[src/rtl/dvbc_ts_sync.sv]
// dvbc_ts_sync: recovers the 188-byte TS packet grid from an unframed byte stream
// and forwards framed packets through a first-word fall-through output FIFO.
module dvbc_ts_sync #(
    parameter int PACKET_LEN   = 188,
    parameter int LOCK_COUNT   = 3,
    parameter int UNLOCK_COUNT = 3,
    parameter int FIFO_DEPTH   = 16
) (
    input  logic       clk_sys_i,
    input  logic       rst_sys_i,
    input  logic [7:0] byte_i,
    input  logic       byte_valid_i,
    output logic [7:0] tsp_data,
    output logic       tsp_sync,
    output logic       tsp_valid,
    input  logic       tsp_ack,
    output logic       lock_o,
    output logic [2:0] grp_idx_o,
    output logic       ovf_o
);
    localparam int PW = $clog2(PACKET_LEN);
    localparam int AW = $clog2(FIFO_DEPTH);

    typedef enum logic [1:0] {SEARCH, VERIFY, LOCK} state_t;

    state_t          state, state_n;
    logic [PW-1:0]   pos, pos_n, pos_inc;
    logic [2:0]      good, good_n, miss, miss_n, grp, grp_n;
    logic            is_sync, at_sof, push_req, push, pop, drop, full;
    logic [8:0]      push_word;
    logic [8:0]      mem [FIFO_DEPTH];
    logic [AW-1:0]   wr_ptr, rd_ptr;
    logic [AW:0]     count;

    assign is_sync   = byte_i == 8'h47 || byte_i == 8'hB8;
    assign at_sof    = pos == '0;
    assign pos_inc   = pos == PW'(PACKET_LEN - 1) ? '0 : pos + 1'b1;
    // every sync slot, including flywheeled ones, is regenerated as 0x47
    assign push_word = at_sof ? 9'h147 : {1'b0, byte_i};
    assign full      = count == (AW+1)'(FIFO_DEPTH);
    assign tsp_valid = count != '0;
    assign pop       = tsp_valid && tsp_ack;
    assign push      = push_req && (!full || pop);
    assign drop      = push_req && full && !pop;
    assign tsp_data  = tsp_valid ? mem[rd_ptr][7:0] : 8'h00;
    assign tsp_sync  = tsp_valid && mem[rd_ptr][8];
    assign lock_o    = state == LOCK;
    assign grp_idx_o = grp;

    always_comb begin
        state_n  = state;
        pos_n    = pos;
        good_n   = good;
        miss_n   = miss;
        grp_n    = grp;
        push_req = 1'b0;
        if (byte_valid_i) begin
            case (state)
                SEARCH: if (is_sync) begin
                    state_n = VERIFY;
                    pos_n   = PW'(1);
                    good_n  = 3'd1;
                end
                VERIFY: begin
                    pos_n = pos_inc;
                    if (at_sof) begin
                        if (!is_sync) state_n = SEARCH;
                        else if (good + 3'd1 == 3'(LOCK_COUNT)) begin
                            state_n  = LOCK;
                            miss_n   = 3'd0;
                            push_req = 1'b1;
                            grp_n    = byte_i == 8'hB8 ? 3'd0 : grp;
                        end else good_n = good + 3'd1;
                    end
                end
                LOCK: begin
                    pos_n    = pos_inc;
                    push_req = 1'b1;
                    if (at_sof) begin
                        grp_n  = byte_i == 8'hB8 ? 3'd0 : grp + 3'd1;
                        miss_n = is_sync ? 3'd0 : miss + 3'd1;
                        if (!is_sync && miss + 3'd1 == 3'(UNLOCK_COUNT)) begin
                            state_n  = SEARCH;
                            push_req = 1'b0;
                            grp_n    = grp;
                        end
                    end
                end
                default: state_n = SEARCH;
            endcase
            if (push_req && full && !pop) state_n = SEARCH;
        end
    end

    always_ff @(posedge clk_sys_i) begin
        if (rst_sys_i) begin
            state  <= SEARCH;
            pos    <= '0;
            good   <= '0;
            miss   <= '0;
            grp    <= '0;
            ovf_o  <= 1'b0;
            wr_ptr <= '0;
            rd_ptr <= '0;
            count  <= '0;
        end else begin
            state  <= state_n;
            pos    <= pos_n;
            good   <= good_n;
            miss   <= miss_n;
            grp    <= grp_n;
            ovf_o  <= ovf_o | drop;
            wr_ptr <= push ? wr_ptr + 1'b1 : wr_ptr;
            rd_ptr <= pop ? rd_ptr + 1'b1 : rd_ptr;
            count  <= count + {{AW{1'b0}}, push} - {{AW{1'b0}}, pop};
        end
    end

    always_ff @(posedge clk_sys_i) begin
        if (push) mem[wr_ptr] <= push_word;
    end
endmodule
[config.mk]
export PLATFORM = sky130hd
export DESIGN_NAME = dvbc_ts_sync
export DESIGN_NICKNAME = d
export VERILOG_FILES = /design/src/rtl/dvbc_ts_sync.sv
export SDC_FILE = /design/constraint.sdc
export NUM_CORES = 1
export LEC_CHECK = 0
export CAP_MARGIN = 20
export CORE_MARGIN = 2
export CORE_UTILIZATION = 55
export CTS_CLUSTER_SIZE = 24
export DETAILED_ROUTE_END_ITERATION = 6
export GPL_TIMING_DRIVEN = 0
export PLACE_DENSITY = 0.73
export SYNTH_ARGS = -nofsm -noshare
export SYNTH_HDL_FRONTEND = slang
export SYNTH_SLANG_ARGS = --single-unit
[constraint.sdc]
create_clock -name clk_sys_i -period 3.2 [get_ports clk_sys_i]
set_clock_uncertainty 0.1 [all_clocks]
set_input_delay 0.64 -clock clk_sys_i [delete_from_list [all_inputs] [get_ports clk_sys_i]]
set_output_delay 0.64 -clock clk_sys_i [all_outputs]
set_load 0.02 [all_outputs]
==> summary.txt, run 1 <==
status -> complete, but fails checks
violated checks -> negative setup slack
CP max FO -> 10
Hold Fails Final Rpt -> 0
Worst-Margin Slew -> 0.780 ns
min-delay worst type -> reg2reg
WP data arrival -> 3.23 ns
crit path cell chain -> clkdlybuf4s50_1, nor4b_4, nand4_4, a2111oi_4, a21oi_4, inv_4, nand2_1, nor2_2
Remaining Overflow, GRT -> 0
clock power share -> 31.5%
Synth Register Bits -> 181
cell count after synthesis -> 491
layout cell share with drive strength beyond 1 -> 27.7%
clock-pin slew on the worst setup and hold paths -> 0.06 ns
warnings from Yosys -> 0
slowest stage cell, crit path -> clkdlybuf4s50_1
startpoint types -> input port
total power -> 6.38 mW
CTS tree -> yes
largest net degree at the start of global routing -> 17
syn_nets -> 525
ys flop type -> edfxtp_1
Final #Nets -> 588
Comb power frac -> 27.5%
Die Wd -> 123 um
sw power -> 1.65 mW
via count -> 4425
Max Slew Vio Count -> 0
die area -> 15200 um^2
Worst Path Required -> 3.16 ns
number of global-route vias before repair -> 4455
Final ANT Viol Nets -> 0
FF+latch area -> 5070 um^2
Netlist cell types -> 60
switching share of power -> 25.8%
setup ws final -> -0.0648 ns
number of synthesized flops with an enable pin -> 144
max_cap viols -> 0
Hold Path Origin -> ovf_o$_SDFF_PP0_
Worst R2R Path Depth -> 13
row cnt -> 43
sequential fraction of the synthesis area -> 64.8%
RR Startpoint -> count[3]$_SDFF_PP0_
die height -> 123 um
worst rel slew slack -> 48.0%
H-tree depth -> 4
DRT Pass-1 Iters -> 4
Placer Congestion -> 0.796
pre-CTS WS -> -0.730 ns
hold depth -> 2
R2R setup slack -> 0.10 ns
Post-DP Area -> 8320 um^2
Final period util -> 102%
IO Pins -> 27
P_int -> 4.73 mW
Longest Clk Path Bufs -> 2
Lkg Pwr -> 3.10 nW
max incr delay on CP -> 0.53 ns
RSZ-0062 raised after global routing -> true
global-route wire length before repair -> 25000 um
FMAX -> 0.306 GHz
TritonCTS Buffers -> 17
Seq pwr share -> 41.0%
initial antenna violation count -> 0
Initial DRC Count -> 373
DP Wirelength -> 10600 um
core area -> 13900 um^2
initial core utilization -> 56.3%
Area Overhead vs Synth -> 19.2%
total track usage -> 23.4%
Inserted Diodes -> 0
Post-Route WL -> 16400 um
WHS Endpoint -> ovf_o$_SDFF_PP0_
Synth async-reset ratio -> 0%
commonest non-fill, non-tap cell in the layout -> edfxtp_1
CTS hold repair buffers -> 0
power per cell area -> 685 nW/um^2
fin area -> 9310 um^2
Root Driver -> clkbuf_16
reg2reg end -> count[4]$_SDFF_PP0_
Worst Setup End Kind -> register
min cycle time layout -> 3.26 ns
# fillers -> 929
WS Path Type -> in2reg
area occupied by multi-input gates -> 2750 um^2
commonest cells after routing, fill and taps aside -> edfxtp_1 (144), mux4_2 (45), dfxtp_1 (34)
DR WL/cell -> 22.1 um
drt via density -> 5.95
mapped cell area -> 7810 um^2
Final setup viols -> 29
mean instance size in the synthesized netlist -> 15.9 um^2
setup TNS -> -0.801 ns
clk_lat worst skew -> 0.43 ns
PortBufs -> 26
VDD IR-drop max -> 478 uV
clk sinks -> 181
number of remaining DRC errors -> 0
-- repair_timing --
action	4_1_cts	5_1_grt
cloned	3	0
resized for setup	92	42
setup buffers	15	7
endpoints found under the setup margin	155	125
pin swaps	4	3
-- cell usage after synthesis (all sizes together), types with 2 or more instances --
library cell    n  share of area [%]
edfxtp        144                 55
mux4           45                 13
nor2           40                1.9
dfxtp          37                9.5
inv            23                1.1
ha             21                3.4
a21oi          19                1.3
nand2          18               0.86
nor2b          15                1.2
clkbuf         11               0.66
nand4          10                1.2
o21ai          10               0.64
nand2b          9               0.72
xor2            9                1.0
buf             8               0.54
and2            7               0.58
nor3            7               0.45
or3             6               0.48
xnor2           6               0.67
and3            5               0.42
nand3           5               0.32
mux2i           4               0.51
nor4b           3               0.61
a21o            2               0.19
a31oi           2               0.16
nand4b          2               0.22
nor4            2               0.32
or4             2               0.19
-- worst max-delay path: cells and delay by family --
kind / cells / cell delay, ns
and+or+nand+nor: 4 / 1.40
AOI/OAI and AO/OA: 2 / 0.54
buffers and inverters: 2 / 0.63
-- layer usage --
metal / GRT usage [%] / wire [um] / vias to the layer above
li1: - / - / 2006
met1: 30.1 / 6700 / 2253
met2: 39.5 / 8520 / 147
met4: 6.68 / 221 / 0
met3: 6.00 / 972 / 19
met5: 0 / 0 / -
-- registers in the layout (all words and copies together), names as in the netlist, named ones only --
name and cells:
mem 144, wr_ptr 4, count 5, good 3
grp_idx_o 3, rd_ptr 4, pos 8, miss 3
ovf_o 1, state 2
-- cells by family (layout without fill, tap and decap cells) --
logic type / after synthesis / count (layout) / synth area share [%]
AOI/OAI and AO/OA: 45 / 45 / 4.00
adders and majority gates: 22 / 22 / 3.62
DFF: 181 / 181 / 64.8
muxes: 50 / 50 / 13.6
xor gates and xnor gates: 15 / 15 / 1.68
buffers and inverters: 42 / 115 / 2.31
and+or+nand+nor: 136 / 136 / 9.94
-- power groups by stage --
stage	clock, mW	combinational, mW	sequential [mW]
finish	2.01	1.75	2.62
global route	2.13	1.88	2.62
CTS	2.03	1.71	2.61
detailed placement	0	1.39	2.64
global placement	0	1.36	2.64
floorplan	0	0.964	2.63
-- stage by stage --
| stage | instances | util (%) | hold WS [ns] |
|---|---|---|---|
| 4_1_cts | 743 | 66.4 | 0.353 |
| 3_5_place_dp | 697 | 59.9 | 0.342 |
| 6_report | 744 | 67.1 | 0.352 |
| 3_3_place_gp | 697 | 59.8 | 0.339 |
| 5_1_grt | 744 | 67.1 | 0.374 |
| 2_1_floorplan | 491 | - | 0.358 |
-- worst max-delay path by stage --
stage	startpoint	cells past startpoint	endpoint
floorplan	count[3]$_SDFF_PP0_	13	count[4]$_SDFF_PP0_
global placement	byte_i[4]	8	mem[3][2]$_DFFE_PP_
detailed placement	byte_i[4]	8	mem[1][3]$_DFFE_PP_
CTS	byte_i[4]	8	mem[3][4]$_DFFE_PP_
global route	byte_i[4]	8	mem[13][3]$_DFFE_PP_
finish	byte_i[4]	8	mem[9][5]$_DFFE_PP_
-- layout make-up --
class	count	share of cell area, %
plain buffers	16	1.56
clock buffers	23	4.81
clock inverters	6	1.13
inverters	23	0.954
multi-input cells	268	29.5
flip-flops and latches	181	54.4
well taps	180	2.42
repair buffers	47	5.19
No activity file was read; power rests on OpenSTA's default activity.
==> run 2: changes to the inputs <==
--- a/config.mk
+++ b/config.mk
@@ -10,8 +10,8 @@
 export CORE_UTILIZATION = 55
 export CTS_CLUSTER_SIZE = 24
 export DETAILED_ROUTE_END_ITERATION = 6
-export GPL_TIMING_DRIVEN = 0
 export PLACE_DENSITY = 0.73
+export SKIP_CTS_REPAIR_TIMING = 1
 export SYNTH_ARGS = -nofsm -noshare
 export SYNTH_HDL_FRONTEND = slang
 export SYNTH_SLANG_ARGS = --single-unit
==> constraint.sdc (replaced) <==
create_clock -name clk_sys_i -period 3.2 [get_ports clk_sys_i]
set_clock_uncertainty 0.1 [all_clocks]
set_input_delay 0.32 -clock clk_sys_i [delete_from_list [all_inputs] [get_ports clk_sys_i]]
set_output_delay 0.32 -clock clk_sys_i [all_outputs]
set_load 0.02 [all_outputs]
==> run 2 against run 1 <==
The flow now finishes without violations. Count of clock-buffer cells in the layout up 4. Critical endpoint is now tsp_data[0]. Core utilization down 1.9 points. Register-to-register slack better by 0.02 ns. Global-route usage down 1.9 points. Largest power group unchanged.
==> summary.txt, run 2 (same netlist as run 1, synthesis figures left out) <==
biggest regs -> mem: 144 flops, pos: 8 flops, count: 5 flops (unchanged)
max FFs per register -> 144 (unchanged)
reg2reg end -> count[4]$_SDFF_PP0_ (unchanged)
largest net degree at the start of global routing -> 37 (was 17)
VDD IR-drop max -> 408 uV (was 478 uV)
min-delay worst type -> reg2reg (unchanged)
total track usage -> 21.5% (was 23.4%)
Remaining Overflow, GRT -> 0 (unchanged)
worst rel slew slack -> 56.3% (was 48.0%)
number of global-route vias before repair -> 4397 (was 4455)
RR Startpoint -> pos[0]$_SDFFE_PP0P_ (was count[3]$_SDFF_PP0_)
setup TNS -> 0 ns (was -0.801 ns)
WP data arrival -> 2.70 ns (was 3.23 ns)
min cycle time layout -> 3.12 ns (was 3.26 ns)
drt via density -> 5.81 (was 5.95)
Worst Setup End Kind -> output pin (was register)
clock-pin slew on the worst setup and hold paths -> 0.06 ns (about the same)
Largest Register -> mem (unchanged)
Final ANT Viol Nets -> 0 (unchanged)
DRT Pass-1 Iters -> 5 (was 4)
initial core utilization -> 56.3% (unchanged)
clk sinks -> 181 (unchanged)
FF+latch area -> 5070 um^2 (about the same)
total power -> 5.88 mW (was 6.38 mW)
Placer Congestion -> 0.821 (was 0.796)
Worst-Margin Slew -> 0.655 ns (was 0.780 ns)
FMAX -> 0.321 GHz (was 0.306 GHz)
Initial DRC Count -> 488 (was 373)
power per cell area -> 650 nW/um^2 (was 685 nW/um^2)
PortBufs -> 26 (unchanged)
Inserted Diodes -> 0 (unchanged)
initial antenna violation count -> 0 (unchanged)
WS Path Type -> reg2out (was in2reg)
Worst Path Required -> 2.78 ns (was 3.16 ns)
commonest cells after routing, fill and taps aside -> edfxtp_1 (144), mux4_2 (45), nor2_1 (40) (was edfxtp_1 (144), mux4_2 (45), dfxtp_1 (34))
row cnt -> 43 (unchanged)
Final Hold Slack -> 0.378 ns (was 0.352 ns)
Post-Route WL -> 14900 um (was 16400 um)
global-route wire length before repair -> 23700 um (was 25000 um)
Final period util -> 97.5% (was 102%)
core area -> 13900 um^2 (unchanged)
H-tree depth -> 4 (unchanged)
area occupied by multi-input gates -> 2580 um^2 (was 2750 um^2)
DP Wirelength -> 10100 um (was 10600 um)
TritonCTS Buffers -> 17 (unchanged)
Longest Clk Path Bufs -> 2 (unchanged)
startpoint types -> register (was input port)
Non-Filler Instances -> 744 (unchanged)
status -> finished clean (was complete, but fails checks)
IO Pins -> 27 (unchanged)
die area -> 15200 um^2 (unchanged)
Area Overhead vs Synth -> 15.9% (was 19.2%)
via count -> 4323 (was 4425)
Max Slew Vio Count -> 0 (unchanged)
Root Driver -> clkbuf_16 (unchanged)
number of remaining DRC errors -> 0 (unchanged)
# fillers -> 966 (was 929)
Hold Fails Final Rpt -> 0 (unchanged)
Final #Nets -> 585 (was 588)
Final setup viols -> 0 (was 29)
commonest non-fill, non-tap cell in the layout -> edfxtp_1 (unchanged)
CP max FO -> 13 (was 10)
placed cells -> 707 (was 697)
max_cap viols -> 0 (unchanged)
CTS tree -> yes (unchanged)
layout cell share with drive strength beyond 1 -> 22.0% (was 27.7%)
Worst R2R Path Depth -> 13 (unchanged)
CP Capture Point -> tsp_data[0] (was mem[9][5]$_DFFE_PP_)
Lkg Pwr -> 3.13 nW (was 3.10 nW)
R2R setup slack -> 0.12 ns (was 0.10 ns)
Die Wd -> 123 um (unchanged)
die height -> 123 um (unchanged)
hold depth -> 2 (unchanged)
clk_lat worst skew -> 0.42 ns (was 0.43 ns)
DR WL/cell -> 20.0 um (was 22.1 um)
## run 2: cell count changes in the layout (fill, tap and decap cells not counted), moves of 6 or more
cell	delta
buf_4	+17
buf_6	-11
dlymetal6s2s_1	+8
nor2_1	+13
nor2_2	-7
nor2_4	-6
## run 2: cell type report
cell class	count	area share (%)
well taps	180	2.49
repair buffers	60	6.38
inverters	23	0.953
clock buffers	27	5.44
clock inverters	5	0.290
multi-input cells	268	28.5
flip-flops and latches	181	55.9
## run 2: metrics by stage
step | utilization (%) | instance area (um^2) | setup WS, ns
2_1_floorplan | - | 7810 | 0.185
3_3_place_gp | 60.9 | 8450 | 0.0929
3_5_place_dp | 60.9 | 8450 | -0.0157
4_1_cts | 64.6 | 8970 | -0.101
5_1_grt | 65.2 | 9050 | -0.0178
6_report | 65.2 | 9050 | 0.0814
## run 2: worst min path at each step
stage | start | slack, ns | end
4_1_cts | ovf_o$_SDFF_PP0_ | 0.39 | ovf_o$_SDFF_PP0_
3_5_place_dp | ovf_o$_SDFF_PP0_ | 0.38 | ovf_o$_SDFF_PP0_
3_3_place_gp | ovf_o$_SDFF_PP0_ | 0.34 | ovf_o$_SDFF_PP0_
6_report | ovf_o$_SDFF_PP0_ | 0.38 | ovf_o$_SDFF_PP0_
5_1_grt | ovf_o$_SDFF_PP0_ | 0.40 | ovf_o$_SDFF_PP0_
2_1_floorplan | miss[0]$_SDFFE_PP0P_ | 0.36 | miss[0]$_SDFFE_PP0P_
## run 2: worst max-delay path: stages (launching register included)
cell and delay, ns:
dfxtp_2 0.41, clkbuf_16 0.22, mux4_2 0.52, mux4_2 0.47
nor2b_1 0.14, clkdlybuf4s50_1 0.53
## run 2: layer usage
metal | global-route usage (%) | vias to the layer above | share of wire [%] | routed length [um]
li1 | - | 2000 | - | -
met1 | 28.2 | 2191 | 43 | 6370
met2 | 36.3 | 115 | 51 | 7650
met3 | 4.11 | 17 | 4.2 | 629
met4 | 6.96 | 0 | 1.4 | 212
met5 | 0 | - | 0 | 0
## run 2: power breakdown
| part | switching [mW] | internal (mW) |
|---|---|---|
| combinational | 0.658 | 0.777 |
| sequential | 0.0463 | 2.56 |
| clock | 0.792 | 1.05 |
